## src/rtl/sysid_check_master_if.sv

```systemverilog
// ---------------------------------------------------------------------------
// sysid_check_master_if
// Avalon-MM read-only bus between the system-ID check initiator and the
// system-ID responder.
//   avm_address     : word address, 0 = system ID, 1 = build timestamp
//   avm_read        : read strobe from the initiator
//   avm_readdata    : read data, valid when avm_read=1 and avm_waitrequest=0
//   avm_waitrequest : responder stall
// Modports: master (initiator side), slave (responder side).
// ---------------------------------------------------------------------------
interface sysid_check_master_if;
  logic        avm_address;
  logic        avm_read;
  logic [31:0] avm_readdata;
  logic        avm_waitrequest;

  modport master (
    output avm_address,
    output avm_read,
    input  avm_readdata,
    input  avm_waitrequest
  );

  modport slave (
    input  avm_address,
    input  avm_read,
    output avm_readdata,
    output avm_waitrequest
  );
endinterface

```

## src/rtl/sysid_check_master.sv

```systemverilog
// ---------------------------------------------------------------------------
// sysid_check_master
// Hardware self-check that reads the system-ID responder (word 0 = system ID,
// word 1 = build timestamp) over Avalon-MM and compares both words against
// the values this image was built with. Stalled reads are abandoned after
// TIMEOUT_CYCLES and re-issued up to MAX_RETRIES times per check.
// Ports:
//   clock, reset : rising-edge clock, asynchronous active-high reset
//   start        : one-cycle request to run a check (IDLE/DONE only)
//   avm          : Avalon-MM master bus (see sysid_check_master_if)
//   busy         : check in progress
//   done         : one-cycle completion pulse
//   pass         : id_ok & ts_ok & ~timeout
//   id_ok, ts_ok : captured words match the expected values
//   timeout      : retries exhausted
//   id_value     : captured system ID
//   ts_value     : captured build timestamp
// All outputs are registered.
// ---------------------------------------------------------------------------
module sysid_check_master #(
  parameter logic [31:0] EXPECTED_ID        = 32'd0,
  parameter logic [31:0] EXPECTED_TIMESTAMP = 32'd1520626481,
  parameter int unsigned TIMEOUT_CYCLES     = 255,
  parameter int unsigned MAX_RETRIES        = 3
) (
  input  logic                         clock,
  input  logic                         reset,
  input  logic                         start,
  sysid_check_master_if.master         avm,
  output logic                         busy,
  output logic                         done,
  output logic                         pass,
  output logic                         id_ok,
  output logic                         ts_ok,
  output logic                         timeout,
  output logic [31:0]                  id_value,
  output logic [31:0]                  ts_value
);

  // Counter only has to reach TIMEOUT_CYCLES-1.
  localparam int unsigned      TW        = ($clog2(TIMEOUT_CYCLES) > 0) ? $clog2(TIMEOUT_CYCLES) : 1;
  localparam logic [TW-1:0]    TC_LAST   = TW'(TIMEOUT_CYCLES - 1);
  localparam logic [TW-1:0]    TC_ZERO   = {TW{1'b0}};
  localparam logic [TW-1:0]    TC_ONE    = TW'(1);
  localparam logic [3:0]       RETRY_MAX = 4'(MAX_RETRIES);

  typedef enum logic [2:0] {
    S_IDLE  = 3'd0,
    S_RD_ID = 3'd1,
    S_RD_TS = 3'd2,
    S_RETRY = 3'd3,
    S_CHECK = 3'd4,
    S_DONE  = 3'd5
  } state_t;

  // Full 32-bit word comparison used for both checks.
  function automatic logic f_word_match(input logic [31:0] a, input logic [31:0] b);
    return (a == b);
  endfunction

  state_t          r_state;
  logic [TW-1:0]   r_tcnt;
  logic [3:0]      r_retry;
  logic            r_retry_ts;
  logic            r_read;
  logic            r_address;
  logic            r_busy;
  logic            r_done;
  logic            r_pass;
  logic            r_id_ok;
  logic            r_ts_ok;
  logic            r_timeout;
  logic [31:0]     r_id_value;
  logic [31:0]     r_ts_value;

  state_t          w_state_nxt;
  logic [TW-1:0]   w_tcnt_nxt;
  logic [3:0]      w_retry_nxt;
  logic            w_retry_ts_nxt;
  logic            w_read_nxt;
  logic            w_address_nxt;
  logic            w_busy_nxt;
  logic            w_done_nxt;
  logic            w_pass_nxt;
  logic            w_id_ok_nxt;
  logic            w_ts_ok_nxt;
  logic            w_timeout_nxt;
  logic [31:0]     w_id_value_nxt;
  logic [31:0]     w_ts_value_nxt;
  logic            w_id_match;
  logic            w_ts_match;

  assign w_id_match = f_word_match(r_id_value, EXPECTED_ID);
  assign w_ts_match = f_word_match(r_ts_value, EXPECTED_TIMESTAMP);

  // Next-state, counters and result flags.
  always_comb begin
    w_state_nxt    = r_state;
    w_tcnt_nxt     = r_tcnt;
    w_retry_nxt    = r_retry;
    w_retry_ts_nxt = r_retry_ts;
    w_pass_nxt     = r_pass;
    w_id_ok_nxt    = r_id_ok;
    w_ts_ok_nxt    = r_ts_ok;
    w_timeout_nxt  = r_timeout;
    w_id_value_nxt = r_id_value;
    w_ts_value_nxt = r_ts_value;

    case (r_state)
      S_IDLE, S_DONE: begin
        if (start) begin
          w_id_ok_nxt    = 1'b0;
          w_ts_ok_nxt    = 1'b0;
          w_pass_nxt     = 1'b0;
          w_timeout_nxt  = 1'b0;
          w_retry_nxt    = 4'd0;
          w_retry_ts_nxt = 1'b0;
          w_tcnt_nxt     = TC_ZERO;
          w_state_nxt    = S_RD_ID;
        end else begin
          w_state_nxt    = r_state;
        end
      end

      S_RD_ID, S_RD_TS: begin
        if (!avm.avm_waitrequest) begin
          // Completion wins even when the counter is at its last value.
          w_tcnt_nxt = TC_ZERO;
          if (r_state == S_RD_ID) begin
            w_id_value_nxt = avm.avm_readdata;
            w_state_nxt    = S_RD_TS;
          end else begin
            w_ts_value_nxt = avm.avm_readdata;
            w_state_nxt    = S_CHECK;
          end
        end else if (r_tcnt == TC_LAST) begin
          w_tcnt_nxt = TC_ZERO;
          if (r_retry < RETRY_MAX) begin
            // Retry budget is shared by both reads of one check.
            w_retry_nxt    = r_retry + 4'd1;
            w_retry_ts_nxt = (r_state == S_RD_TS);
            w_state_nxt    = S_RETRY;
          end else begin
            w_timeout_nxt  = 1'b1;
            w_state_nxt    = S_CHECK;
          end
        end else begin
          w_tcnt_nxt = r_tcnt + TC_ONE;
        end
      end

      S_RETRY: begin
        w_tcnt_nxt = TC_ZERO;
        if (r_retry_ts) begin
          w_state_nxt = S_RD_TS;
        end else begin
          w_state_nxt = S_RD_ID;
        end
      end

      S_CHECK: begin
        // A timed-out check never reports a match, whatever was captured.
        w_id_ok_nxt = w_id_match & ~r_timeout;
        w_ts_ok_nxt = w_ts_match & ~r_timeout;
        w_pass_nxt  = w_id_match & w_ts_match & ~r_timeout;
        w_state_nxt = S_DONE;
      end

      default: begin
        w_state_nxt = S_IDLE;
      end
    endcase
  end

  // Bus strobe and status decoded from the next state so they can be registered.
  always_comb begin
    w_read_nxt    = 1'b0;
    w_address_nxt = 1'b0;
    w_busy_nxt    = 1'b0;
    w_done_nxt    = (r_state == S_CHECK);
    case (w_state_nxt)
      S_RD_ID: begin
        w_read_nxt    = 1'b1;
        w_address_nxt = 1'b0;
        w_busy_nxt    = 1'b1;
      end
      S_RD_TS: begin
        w_read_nxt    = 1'b1;
        w_address_nxt = 1'b1;
        w_busy_nxt    = 1'b1;
      end
      S_RETRY, S_CHECK: begin
        w_busy_nxt    = 1'b1;
      end
      default: begin
        w_busy_nxt    = 1'b0;
      end
    endcase
  end

  // State, counters and every output register; reset clears them immediately.
  always_ff @(posedge clock or posedge reset) begin
    if (reset) begin
      r_state    <= S_IDLE;
      r_tcnt     <= TC_ZERO;
      r_retry    <= 4'd0;
      r_retry_ts <= 1'b0;
      r_read     <= 1'b0;
      r_address  <= 1'b0;
      r_busy     <= 1'b0;
      r_done     <= 1'b0;
      r_pass     <= 1'b0;
      r_id_ok    <= 1'b0;
      r_ts_ok    <= 1'b0;
      r_timeout  <= 1'b0;
      r_id_value <= 32'd0;
      r_ts_value <= 32'd0;
    end else begin
      r_state    <= w_state_nxt;
      r_tcnt     <= w_tcnt_nxt;
      r_retry    <= w_retry_nxt;
      r_retry_ts <= w_retry_ts_nxt;
      r_read     <= w_read_nxt;
      r_address  <= w_address_nxt;
      r_busy     <= w_busy_nxt;
      r_done     <= w_done_nxt;
      r_pass     <= w_pass_nxt;
      r_id_ok    <= w_id_ok_nxt;
      r_ts_ok    <= w_ts_ok_nxt;
      r_timeout  <= w_timeout_nxt;
      r_id_value <= w_id_value_nxt;
      r_ts_value <= w_ts_value_nxt;
    end
  end

  assign avm.avm_read    = r_read;
  assign avm.avm_address = r_address;
  assign busy            = r_busy;
  assign done            = r_done;
  assign pass            = r_pass;
  assign id_ok           = r_id_ok;
  assign ts_ok           = r_ts_ok;
  assign timeout         = r_timeout;
  assign id_value        = r_id_value;
  assign ts_value        = r_ts_value;

endmodule

```

## src/flat_wrapper.sv

```systemverilog
// flat-port wrapper written by rule: the top's interface ports become plain ports
module sysid_check_master_flat 
#(
  parameter logic [31:0] EXPECTED_ID        = 32'd0,
  parameter logic [31:0] EXPECTED_TIMESTAMP = 32'd1520626481,
  parameter int unsigned TIMEOUT_CYCLES     = 255,
  parameter int unsigned MAX_RETRIES        = 3
)
  (clock, reset, start, busy, done, pass, id_ok, ts_ok, timeout, id_value, ts_value, avm_avm_address, avm_avm_read, avm_avm_readdata, avm_avm_waitrequest);
  sysid_check_master_if avm_i ();
  input  logic clock;
  input  logic reset;
  input  logic start;
  output logic busy;
  output logic done;
  output logic pass;
  output logic id_ok;
  output logic ts_ok;
  output logic timeout;
  output logic [31:0] id_value;
  output logic [31:0] ts_value;
  output wire logic [$bits(avm_i.avm_address)-1:0] avm_avm_address;
  output wire logic [$bits(avm_i.avm_read)-1:0] avm_avm_read;
  input wire logic [$bits(avm_i.avm_readdata)-1:0] avm_avm_readdata;
  input wire logic [$bits(avm_i.avm_waitrequest)-1:0] avm_avm_waitrequest;
  assign avm_avm_address = avm_i.avm_address;
  assign avm_avm_read = avm_i.avm_read;
  assign avm_i.avm_readdata = avm_avm_readdata;
  assign avm_i.avm_waitrequest = avm_avm_waitrequest;
  sysid_check_master #(.EXPECTED_ID(EXPECTED_ID), .EXPECTED_TIMESTAMP(EXPECTED_TIMESTAMP), .TIMEOUT_CYCLES(TIMEOUT_CYCLES), .MAX_RETRIES(MAX_RETRIES)) u_core (.clock(clock), .reset(reset), .start(start), .avm(avm_i), .busy(busy), .done(done), .pass(pass), .id_ok(id_ok), .ts_ok(ts_ok), .timeout(timeout), .id_value(id_value), .ts_value(ts_value));
endmodule
```

## config.mk

```make
export PLATFORM = sky130hd
export DESIGN_NAME = sysid_check_master_flat
export DESIGN_NICKNAME = d
export VERILOG_FILES = /design/src/rtl/sysid_check_master_if.sv /design/src/rtl/sysid_check_master.sv /design/src/flat_wrapper.sv
export SDC_FILE = /design/constraint.sdc
export NUM_CORES = 1
export LEC_CHECK = 0
export BUFFER_PORTS_ARGS = -buffer_cell sky130_fd_sc_hd__buf_2
export CORE_MARGIN = 1
export CORE_UTILIZATION = 50
export DETAILED_ROUTE_END_ITERATION = 6
export PLACE_DENSITY = 0.74
export SYNTH_ARGS = -nofsm -noshare
export SYNTH_HDL_FRONTEND = slang
export SYNTH_SLANG_ARGS = --single-unit
```

## constraint.sdc

```tcl
create_clock -name clock -period 7.8 [get_ports clock]
set_input_delay 1.56 -clock clock [delete_from_list [all_inputs] [get_ports clock]]
set_output_delay 1.56 -clock clock [all_outputs]
set_load 0.005 [all_outputs]
```

==> flow_metrics.tcl, run 1 <==
set metrics [dict create \
    status "finished clean" \
    cts_made_buffers 9 \
    drt_pass1_iterations 4 \
    crit_type "in -> reg" \
    ys_ff_latch 88 \
    synth_top_area_share_pct 56.7 \
    fmax_ghz 0.394 \
    grt_pass1_vias 2690 \
    crit_chain "buf_2 -> nor2b_1 -> nand2_1 -> o21a_1 -> or2_4 -> o31ai_2" \
    syn_area_sq_um 3880 \
    synthTopCellsByArea "dfrtp_1 (57%), mux2_2 (18%), nand4_1 (1.6%)" \
    die_area_sq_um 8120 \
    avgSynthCellArea_sq_um 13.2 \
    crit_buf_inv 1 \
    peakVddDrop_mv 0.189 \
    tns_ns 0 \
    slew_headroom_pct 28.4 \
    htreeDepth 3 \
    coreArea_sq_um 7370 \
    netlist_top_cells_count "dfrtp_1 (88), mux2_2 (61), nor2_1 (13)" \
    final_area_sq_um 4720 \
    finalHoldViolCount 0 \
    yosysTopAreaCell "dfrtp_1" \
    cts_tree "yes" \
    die_w_microns 90.1 \
    vias_per_cell 5.45 \
    dpl_cell_area_sq_um 4500 \
    hold_class "reg -> reg" \
    overflow 0 \
    path_max_fanout 9 \
    grt_pass1_wl_microns 13700 \
    synthToLayoutAreaGrowth_pct 21.7 \
    cts.repair.resized 0 \
    arrival_ns 2.80 \
    yosysUniqueCellTypes 56 \
    power.total_mw 1.83 \
    cp-end-kind "register" \
    drive_above_1_share_pct 50.0 \
    antenna_found_initial 0 \
    antenna-diode-count 0 \
    worstHoldPathCells 1 \
    async_flop_share_pct 100 \
    synth_most_common_cell "dfrtp_1" \
    grt_max_degree 89 \
    required_ns 8.06 \
    ff2ff_path_depth 4 \
    cts_setup_buffers 0 \
    cts_root_buf "clkbuf_8" \
    clockBufferDepth 2 \
    cp_slowest_cell "nor2b_1" \
    detail-route-antenna-nets 0 \
    cts_hold_buf 0 \
    critical-path-top-delay-family "simple AND/OR/NAND/NOR gates" \
    drt-total-wl_microns 8270 \
    drt_iter0_markers 88 \
    power.leakage_nw 2.22 \
    rows 31 \
    fin_crit_sh_pct 32.5 \
    startpoint_type "input pin" \
    critPathMaxStageDelay_ns 0.29 \
    wl_per_cell_microns 16.3 \
    die_y_microns 90.1 \
    grt_use_total_pct 21.9 \
    final_nets 443 \
    dpl.hpwl_microns 5910 \
    vias 2762 \
    cp.depth 6 \
    finalClockSkew_ns 0.0109 \
    synth_nets 332 \
    ys_seq_area_share_pct 56.7 \
    fill_cells 620 \
    ios 108 \
    synth_edf_count 0 \
    min_period_ns 2.54 \
    drcViolationCount 0 \
    slew_viol_final 0 \
    seqCellArea_sq_um 2200 \
    clock_latency_ns 0.35 \
    clock-sinks 88 \
    worstMarginPinSlew_ns 1.07 \
    start_util_pct 52.7 \
    multi_input_area_sq_um 1580 \
    grt_setup_unrepaired "false" \
    clk_pin_slew_ns 0.08 \
    setup_violations 0 \
    syn_inst 293 \
    maxCapViolCount 0 \
    synth_flop_cell "dfrtp_1" \
    ys_warn_count 0 \
    place_congestion 0.839 \
    port-buffer-count 107 \
    power_density_nw_per_um2 388 \
]
==> placed cells by master, fill, tap and decap left out, drive strengths merged, types with 4 or more instances in the layout <==
master,n
dfrtp,88
mux2,64
nand2,10
nand4,10
o21ai,9
xor2,5
nor4,9
nand3,4
nor3,7
buf,110
inv,8
nor2,13
and2,4
clkbuf,12
nor2b,4
==> state kept, by name, summed over array words and instances, names as in the netlist, 3 cells and up <==
name / flops
u_core.r_retry: 4
u_core.r_state: 3
u_core.r_tcnt: 8
u_core.ts_value: 32
u_core.id_value: 32
==> cell families after synthesis <==
kind of cell               Yosys count  share of synthesized area (%)
DFF                                 88                           56.7
and+or+nand+nor                     80                           13.3
muxes                               66                           19.1
AOI/OAI and AO/OA                   30                           5.58
buffers and inverters               19                           2.77
xor gates and xnor gates             7                           1.58
adders and majority gates            3                          0.967
==> layout make-up <==
| type | count | share of cell area [%] |
|---|---|---|
| Tap cell | 99 | 2.62 |
| Inverter | 9 | 0.742 |
| Sequential cell | 88 | 46.6 |
| Clock buffer | 12 | 3.28 |
| Clock inverter | 3 | 1.38 |
| Timing Repair Buffer | 110 | 11.8 |
| Multi-Input combinational cell | 186 | 33.5 |
==> worst reg2reg max path: stages, from the launching register on <==
cell      delay, ns
dfrtp_1        0.59
nand2b_1       0.40
nor3_4         0.18
buf_4          0.41
mux2_2         0.42
==> through the flow <==
| step | cells | worst slack, ns | utilization [%] | hold WS [ns] |
|---|---|---|---|---|
| finish | 507 | 5.26 | 64.1 | 0.483 |
| global route | 507 | 5.13 | 64.1 | 0.539 |
| global placement | 492 | 4.92 | 61.1 | 0.458 |
| floorplan | 293 | 3.96 | - | 0.471 |
| CTS | 507 | 5.28 | 64.1 | 0.489 |
| detailed placement | 492 | 4.92 | 61.1 | 0.469 |
==> routing by layer <==
metal  global-route usage [%]  vias to the layer above  share of wire, %
li1                         -                     1284                 -
met1                     30.4                     1384                45
met2                     33.7                       82                47
met3                     4.31                       12               5.2
met4                     9.27                        0               2.1
met5                        0                        -                 0
==> path summary, 6_finish.rpt <==
path / end / slack [ns] / startpoint
max in group asynchronous: u_core.ts_value[9] / 5.57 / reset
min in group asynchronous: u_core.r_tcnt[1] / 1.53 / reset
max reg2reg: u_core.id_value[20] / 5.68 / u_core.r_state[2]
min reg2reg: u_core.ts_ok / 0.48 / u_core.ts_ok
min: u_core.ts_ok / 0.48 / u_core.ts_ok
max: u_core.r_retry[0] / 5.26 / avm_avm_waitrequest
==> power by group <==
| group | total (mW) | switching (mW) | internal [mW] |
|---|---|---|---|
| clock network | 0.348 | 0.152 | 0.196 |
| logic | 0.666 | 0.295 | 0.370 |
| registers | 0.819 | 0.170 | 0.649 |
(Power assumes the default switching activity.)
==> inputs of run 2 (changes only) <==
==> constraint.sdc (replaced) <==
create_clock -name clock -period 2.5 [get_ports clock]
set_input_delay 0.5 -clock clock [delete_from_list [all_inputs] [get_ports clock]]
set_output_delay 0.5 -clock clock [all_outputs]
set_load 0.005 [all_outputs]
==> flow_metrics.tcl, run 2 (synthesis gave the netlist of run 1 again) <==
set metrics [dict create \
    grt_setup_unrepaired "false" \
    critPathMaxStageDelay_ns 0.56 \
    clock_latency_ns 0.35 \
    final_area_sq_um 4780 \
    wl_per_cell_microns 16.2 \
    cts.repair.resized 0 \
    power.total_mw 5.82 \
    hold_class "in -> async" \
    coreArea_sq_um 7370 \
    cts_tree "yes" \
    crit_chain "nand2b_1 -> nor3_4 -> buf_4 -> mux2_2" \
    finalClockSkew_ns 0.0146 \
    synthToLayoutAreaGrowth_pct 23.3 \
    path_max_fanout 32 \
    required_ns 2.74 \
    drcViolationCount 0 \
    seqCellArea_sq_um 2200 \
    final_cells 512 \
    cts_made_buffers 9 \
    grt_pass1_wl_microns 13700 \
    die_y_microns 90.1 \
    dpl.hpwl_microns 6170 \
    power_frac_seq_pct 43.4 \
    grt_pass1_vias 2752 \
    cts_setup_buffers 0 \
    antenna_found_initial 0 \
    fill_cells 580 \
    die_w_microns 90.1 \
    switchingPower_mw 1.95 \
    multi_input_area_sq_um 1580 \
    post-place-ws_ns 0.529 \
    clockBufferDepth 2 \
    fmax_ghz 0.508 \
    min_period_ns 1.97 \
    slew_viol_final 0 \
    cp_slowest_cell "dfrtp_1" \
    start_util_pct 52.7 \
    detail-route-antenna-nets 0 \
    cts_hold_buf 0 \
    setup_violations 0 \
    status "finished clean" \
    cp-end-kind "register" \
    htreeDepth 3 \
    place_congestion 0.839 \
    worstMarginPinSlew_ns 0.595 \
    rows 31 \
    clk_pin_slew_ns 0.09 \
    finalHoldViolCount 0 \
    antenna-diode-count 0 \
    arrival_ns 2.20 \
    mostFrequentLayoutCell "buf_2" \
    internal-power_mw 3.87 \
    power.leakage_nw 2.25 \
    die_area_sq_um 8120 \
    crit_buf_inv 1 \
    tns_ns 0 \
    vias 2783 \
    grt_max_degree 33 \
    pwr-share-comb_pct 36.4 \
    startpoint_type "register" \
    drt-total-wl_microns 8320 \
    overflow 0 \
    final_nets 447 \
    sw_frac_of_total_pct 33.6 \
    cts_root_buf "clkbuf_8" \
    drive_above_1_share_pct 50.8 \
    crit_type "reg -> reg" \
    grt_use_total_pct 21.5 \
    ios 108 \
    maxCapViolCount 0 \
    port-buffer-count 107 \
    critical-path-top-delay-family "flip-flops" \
    fin_ws_ns 0.532 \
    clockPowerShare_pct 20.3 \
    peakVddDrop_mv 0.615 \
    placed_cells 496 \
    drt_iter0_markers 74 \
    power_density_nw_per_um2 1220 \
    fin_crit_sh_pct 78.7 \
    mostFrequentLayoutCells "buf_2 (107), dfrtp_1 (88), mux2_2 (61)" \
    clock-sinks 88 \
    drt_pass1_iterations 4 \
    slew_headroom_pct 60.2 \
    vias_per_cell 5.44 \
    dpl_cell_area_sq_um 4540 \
]
==> run 2: final cells by class <==
cell class,instances,area share (%)
repair buffers,114,12.3
clock inverters,7,2.62
inverters,9,0.785
clock buffers,9,2.59
well taps,99,2.59
flip-flops and latches,88,46.0
multi-input cells,186,33.1
==> run 2: path summary, 6_finish.rpt <==
kind                            slack [ns]                  end                  from  cells after the start
max in group asynchronous             1.54  u_core.id_value[29]                 reset                      3
worst min register to register        0.50         u_core.ts_ok          u_core.ts_ok                      1
worst max-delay path                  0.53  u_core.id_value[12]     u_core.r_state[2]                      4
min in group clock                    0.38  u_core.ts_value[22]  avm_avm_readdata[22]                      2
worst max register to register        0.53  u_core.id_value[12]     u_core.r_state[2]                      4
worst min-delay path                  0.21    u_core.r_retry[3]                 reset                      2
==> run 2: power groups by stage <==
stage               sequential [mW]  combinational, mW  clock (mW)
global route                   2.61               2.33        1.27
detailed placement             2.54               2.13           0
finish                         2.53               2.12        1.18
global placement               2.52               2.08           0
CTS                            2.52               2.14        1.21
floorplan                      2.48               1.31           0
==> run 2: worst reg2reg max path, stage by stage, from the launching register on <==
cell	delay, ns
dfrtp_1	0.56
nand2b_1	0.34
nor3_4	0.15
buf_4	0.41
mux2_2	0.40
==> run 2: layer usage <==
layer | wire length, microns | track usage, %
met5 | 0 | 0
met3 | 341 | 3.64
met2 | 3790 | 32.9
met1 | 4010 | 30.3
met4 | 176 | 9.14
==> run 2: metrics by stage <==
step,hold slack [ns],utilization [%]
final,0.213,64.9
after floorplan,0.471,-
after CTS,0.217,64.9
after global routing,0.246,64.9
after detailed placement,0.484,61.5
after global placement,0.464,61.5
==> inputs of run 3 (changes only) <==
--- a/config.mk
+++ b/config.mk
@@ -5,11 +5,12 @@
 export SDC_FILE = /design/constraint.sdc
 export NUM_CORES = 1
 export LEC_CHECK = 0
+export ABC_AREA = 1
 export BUFFER_PORTS_ARGS = -buffer_cell sky130_fd_sc_hd__buf_2
 export CORE_MARGIN = 1
-export CORE_UTILIZATION = 50
+export CORE_UTILIZATION = 47
 export DETAILED_ROUTE_END_ITERATION = 6
-export PLACE_DENSITY = 0.74
+export PLACE_DENSITY = 0.73
 export SYNTH_ARGS = -nofsm -noshare
 export SYNTH_HDL_FRONTEND = slang
 export SYNTH_SLANG_ARGS = --single-unit
==> constraint.sdc (replaced) <==
create_clock -name clock -period 1.6 [get_ports clock]
set_input_delay 0.32 -clock clock [delete_from_list [all_inputs] [get_ports clock]]
set_output_delay 0.32 -clock clock [all_outputs]
set_load 0.005 [all_outputs]
==> flow_metrics.tcl, run 3 <==
set metrics [dict create \
    peakVddDrop_mv 0.872 \
    synth_top_family_by_area "simple AND/OR/NAND/NOR gates" \
    synth_nets 501 \
    cts_hold_buf 0 \
    drt_pass1_iterations 4 \
    drt-total-wl_microns 9050 \
    synth_simple_gate_area_share_pct 24.3 \
    yosysUniqueCellTypes 29 \
    critPathMaxStageDelay_ns 0.40 \
    worst-r2r-setup-slack_ns 0.04 \
    place_congestion 0.856 \
    clock_latency_ns 0.36 \
    htreeDepth 3 \
    dpl.hpwl_microns 6590 \
    muxShareOfSynthArea_pct 0 \
    wl_per_cell_microns 13.2 \
    cp.depth 11 \
    post-place-ws_ns 0.0386 \
    antenna-diode-count 0 \
    cts_made_buffers 9 \
    crit_type "reg -> reg" \
    fmax_ghz 0.640 \
    grt_use_total_pct 22.2 \
    vias_per_cell 4.87 \
    crit_chain "inv_2 -> ha_4 -> nand2_2 -> nor2_4 -> nand2_4 -> o21ai_2 -> nand2_2 -> nor2_4 -> inv_2 -> nand2_1 -> nand2_1" \
    async_flop_share_pct 100 \
    netlist_top_cells_count "nand2_1 (114), dfrtp_1 (88), inv_1 (62)" \
    r2r-end "u_core.r_retry_ts" \
    fin_ws_ns 0.0364 \
    clock-sinks 88 \
    r2r_start "u_core.r_tcnt[0]" \
    grt_max_degree 61 \
    synthTopCellsByArea "dfrtp_1 (56%), nand2_1 (11%), inv_1 (5.9%)" \
    setup_violations 0 \
    drcViolationCount 0 \
    detail-route-antenna-nets 0 \
    synth_top_area_share_pct 55.6 \
    drt_iter0_markers 151 \
    clk_pin_slew_ns 0.09 \
    syn_inst 462 \
    ys_ff_latch 88 \
    path_max_fanout 6 \
    slew_viol_final 0 \
    mostFrequentLayoutCell "nand2_1" \
    antenna_found_initial 0 \
    mostFrequentLayoutCells "nand2_1 (110), buf_2 (107), dfrtp_1 (88)" \
    grt_pass1_wl_microns 14900 \
    maxCapViolCount 0 \
    final_cells 687 \
    required_ns 1.85 \
    syn_area_sq_um 3960 \
    grt_pass1_vias 3142 \
    status "finished clean" \
    critical-path-top-delay-family "simple AND/OR/NAND/NOR gates" \
    synth-compound-area-share_pct 9.03 \
    power_density_nw_per_um2 1760 \
    synth_edf_count 0 \
    drive_above_1_share_pct 29.4 \
    startpoint_type "register" \
    ios 108 \
    die_y_microns 93.8 \
    final_nets 616 \
    rows 33 \
    synthToLayoutAreaGrowth_pct 24.1 \
    dpl_cell_area_sq_um 4640 \
    clockBufferDepth 2 \
    vias 3345 \
    fin_crit_sh_pct 97.7 \
    ys_seq_area_share_pct 55.6 \
    ff2ff_path_depth 11 \
    synth-adder-area-share_pct 0.947 \
    worstMarginPinSlew_ns 0.392 \
    synth-xor-area-share_pct 1.10 \
    cts_root_buf "clkbuf_8" \
    finalHoldViolCount 0 \
    die_area_sq_um 8810 \
    power.total_mw 8.65 \
    hold_class "in -> async" \
    port-buffer-count 107 \
    cts_tree "yes" \
    die_w_microns 93.8 \
    crit_buf_inv 2 \
    synth_most_common_cell "nand2_1" \
    overflow 0 \
    coreArea_sq_um 8180 \
    cp-end-kind "register" \
    synth_flop_cell "dfrtp_1" \
    slew_headroom_pct 73.7 \
    start_util_pct 48.5 \
    placed_cells 667 \
    final_area_sq_um 4920 \
    cp_slowest_cell "dfrtp_1" \
    power.leakage_nw 2.68 \
    grt_setup_unrepaired "true" \
    yosysTopAreaCell "dfrtp_1" \
    finalClockSkew_ns 0.00878 \
    arrival_ns 1.81 \
    tns_ns 0 \
    min_period_ns 1.56 \
    avgSynthCellArea_sq_um 8.58 \
    ys_warn_count 0 \
]
-- run 3: cell count changes after synthesis, moves of 7 or more --
cell     previous run  this run
nor4_1              9         2
inv_1               8        62
buf_4               7         0
o21ai_0             6        42
nor2_1             13        40
nand3_1             3        17
nand2_1            10       114
mux2_2             61         0
a21oi_1             3        22
-- run 3: area by class of cell --
type / instances / area, sq um
fill: 713 / 3250
sequential: 88 / 2200
multi-input combinational: 289 / 1450
timing repair buffer: 120 / 671
inverter: 69 / 268
tap: 105 / 131
clock buffer: 10 / 128
clock inverter: 6 / 67.6
-- run 3: worst max path at each step --
stage,from,end,slack (ns)
after detailed placement,u_core.r_tcnt[0],u_core.r_retry[1],0.04
after global routing,u_core.r_tcnt[0],u_core.r_retry[1],-0.06
after CTS,u_core.r_tcnt[0],u_core.r_retry_ts,0.02
after floorplan,u_core.r_tcnt[0],u_core.avm.avm_read,0.15
after global placement,u_core.r_tcnt[0],u_core.r_retry[1],0.08
final,u_core.r_tcnt[0],u_core.r_retry_ts,0.04
-- run 3: worst reg2reg max path, delay by kind of cell (launching register included) --
family | cells | cell delay (ns)
and+or+nand+nor | 7 | 0.63
buffers and inverters | 2 | 0.14
DFF | 1 | 0.40
adders and majority gates | 1 | 0.13
AOI/OAI and AO/OA | 1 | 0.15
-- run 3: per-layer routing --
metal  part of all wire [%]  vias up  track usage (%)
met4                    1.4        0             7.31
met1                     45     1569             29.7
met5                      0        -                0
met2                     48       89             34.5
met3                    5.6       12             6.31
li1                       -     1675                -
-- run 3: power by group --
part | internal [mW] | total [mW] | leakage, nW | switching [mW]
logic | 1.44 | 3.37 | 1.50 | 1.94
registers | 3.11 | 3.73 | 1.08 | 0.628
clock network | 0.728 | 1.55 | 0.0929 | 0.817
total | 5.27 | 8.65 | 2.68 | 3.38
-- run 3: what timing repair did --
item                                    CTS  global route
setup buffers                             0             4
endpoints found under the setup margin    0            12
gates resized for setup                   0            16
-- run 3: metrics by stage --
step / util, % / hold slack (ns)
6_report: 60.2 / 0.00259
5_1_grt: 60.2 / 0.00475
4_1_cts: 59.2 / 0.00205
3_5_place_dp: 56.8 / 0.403
3_3_place_gp: 56.8 / 0.393
2_1_floorplan: - / 0.430
-- run 3: cells by family after synthesis --
group / count (synthesis)
xor gates and xnor gates: 5
buffers and inverters: 85
adders and majority gates: 3
DFF: 88
and+or+nand+nor: 212
AOI/OAI and AO/OA: 69
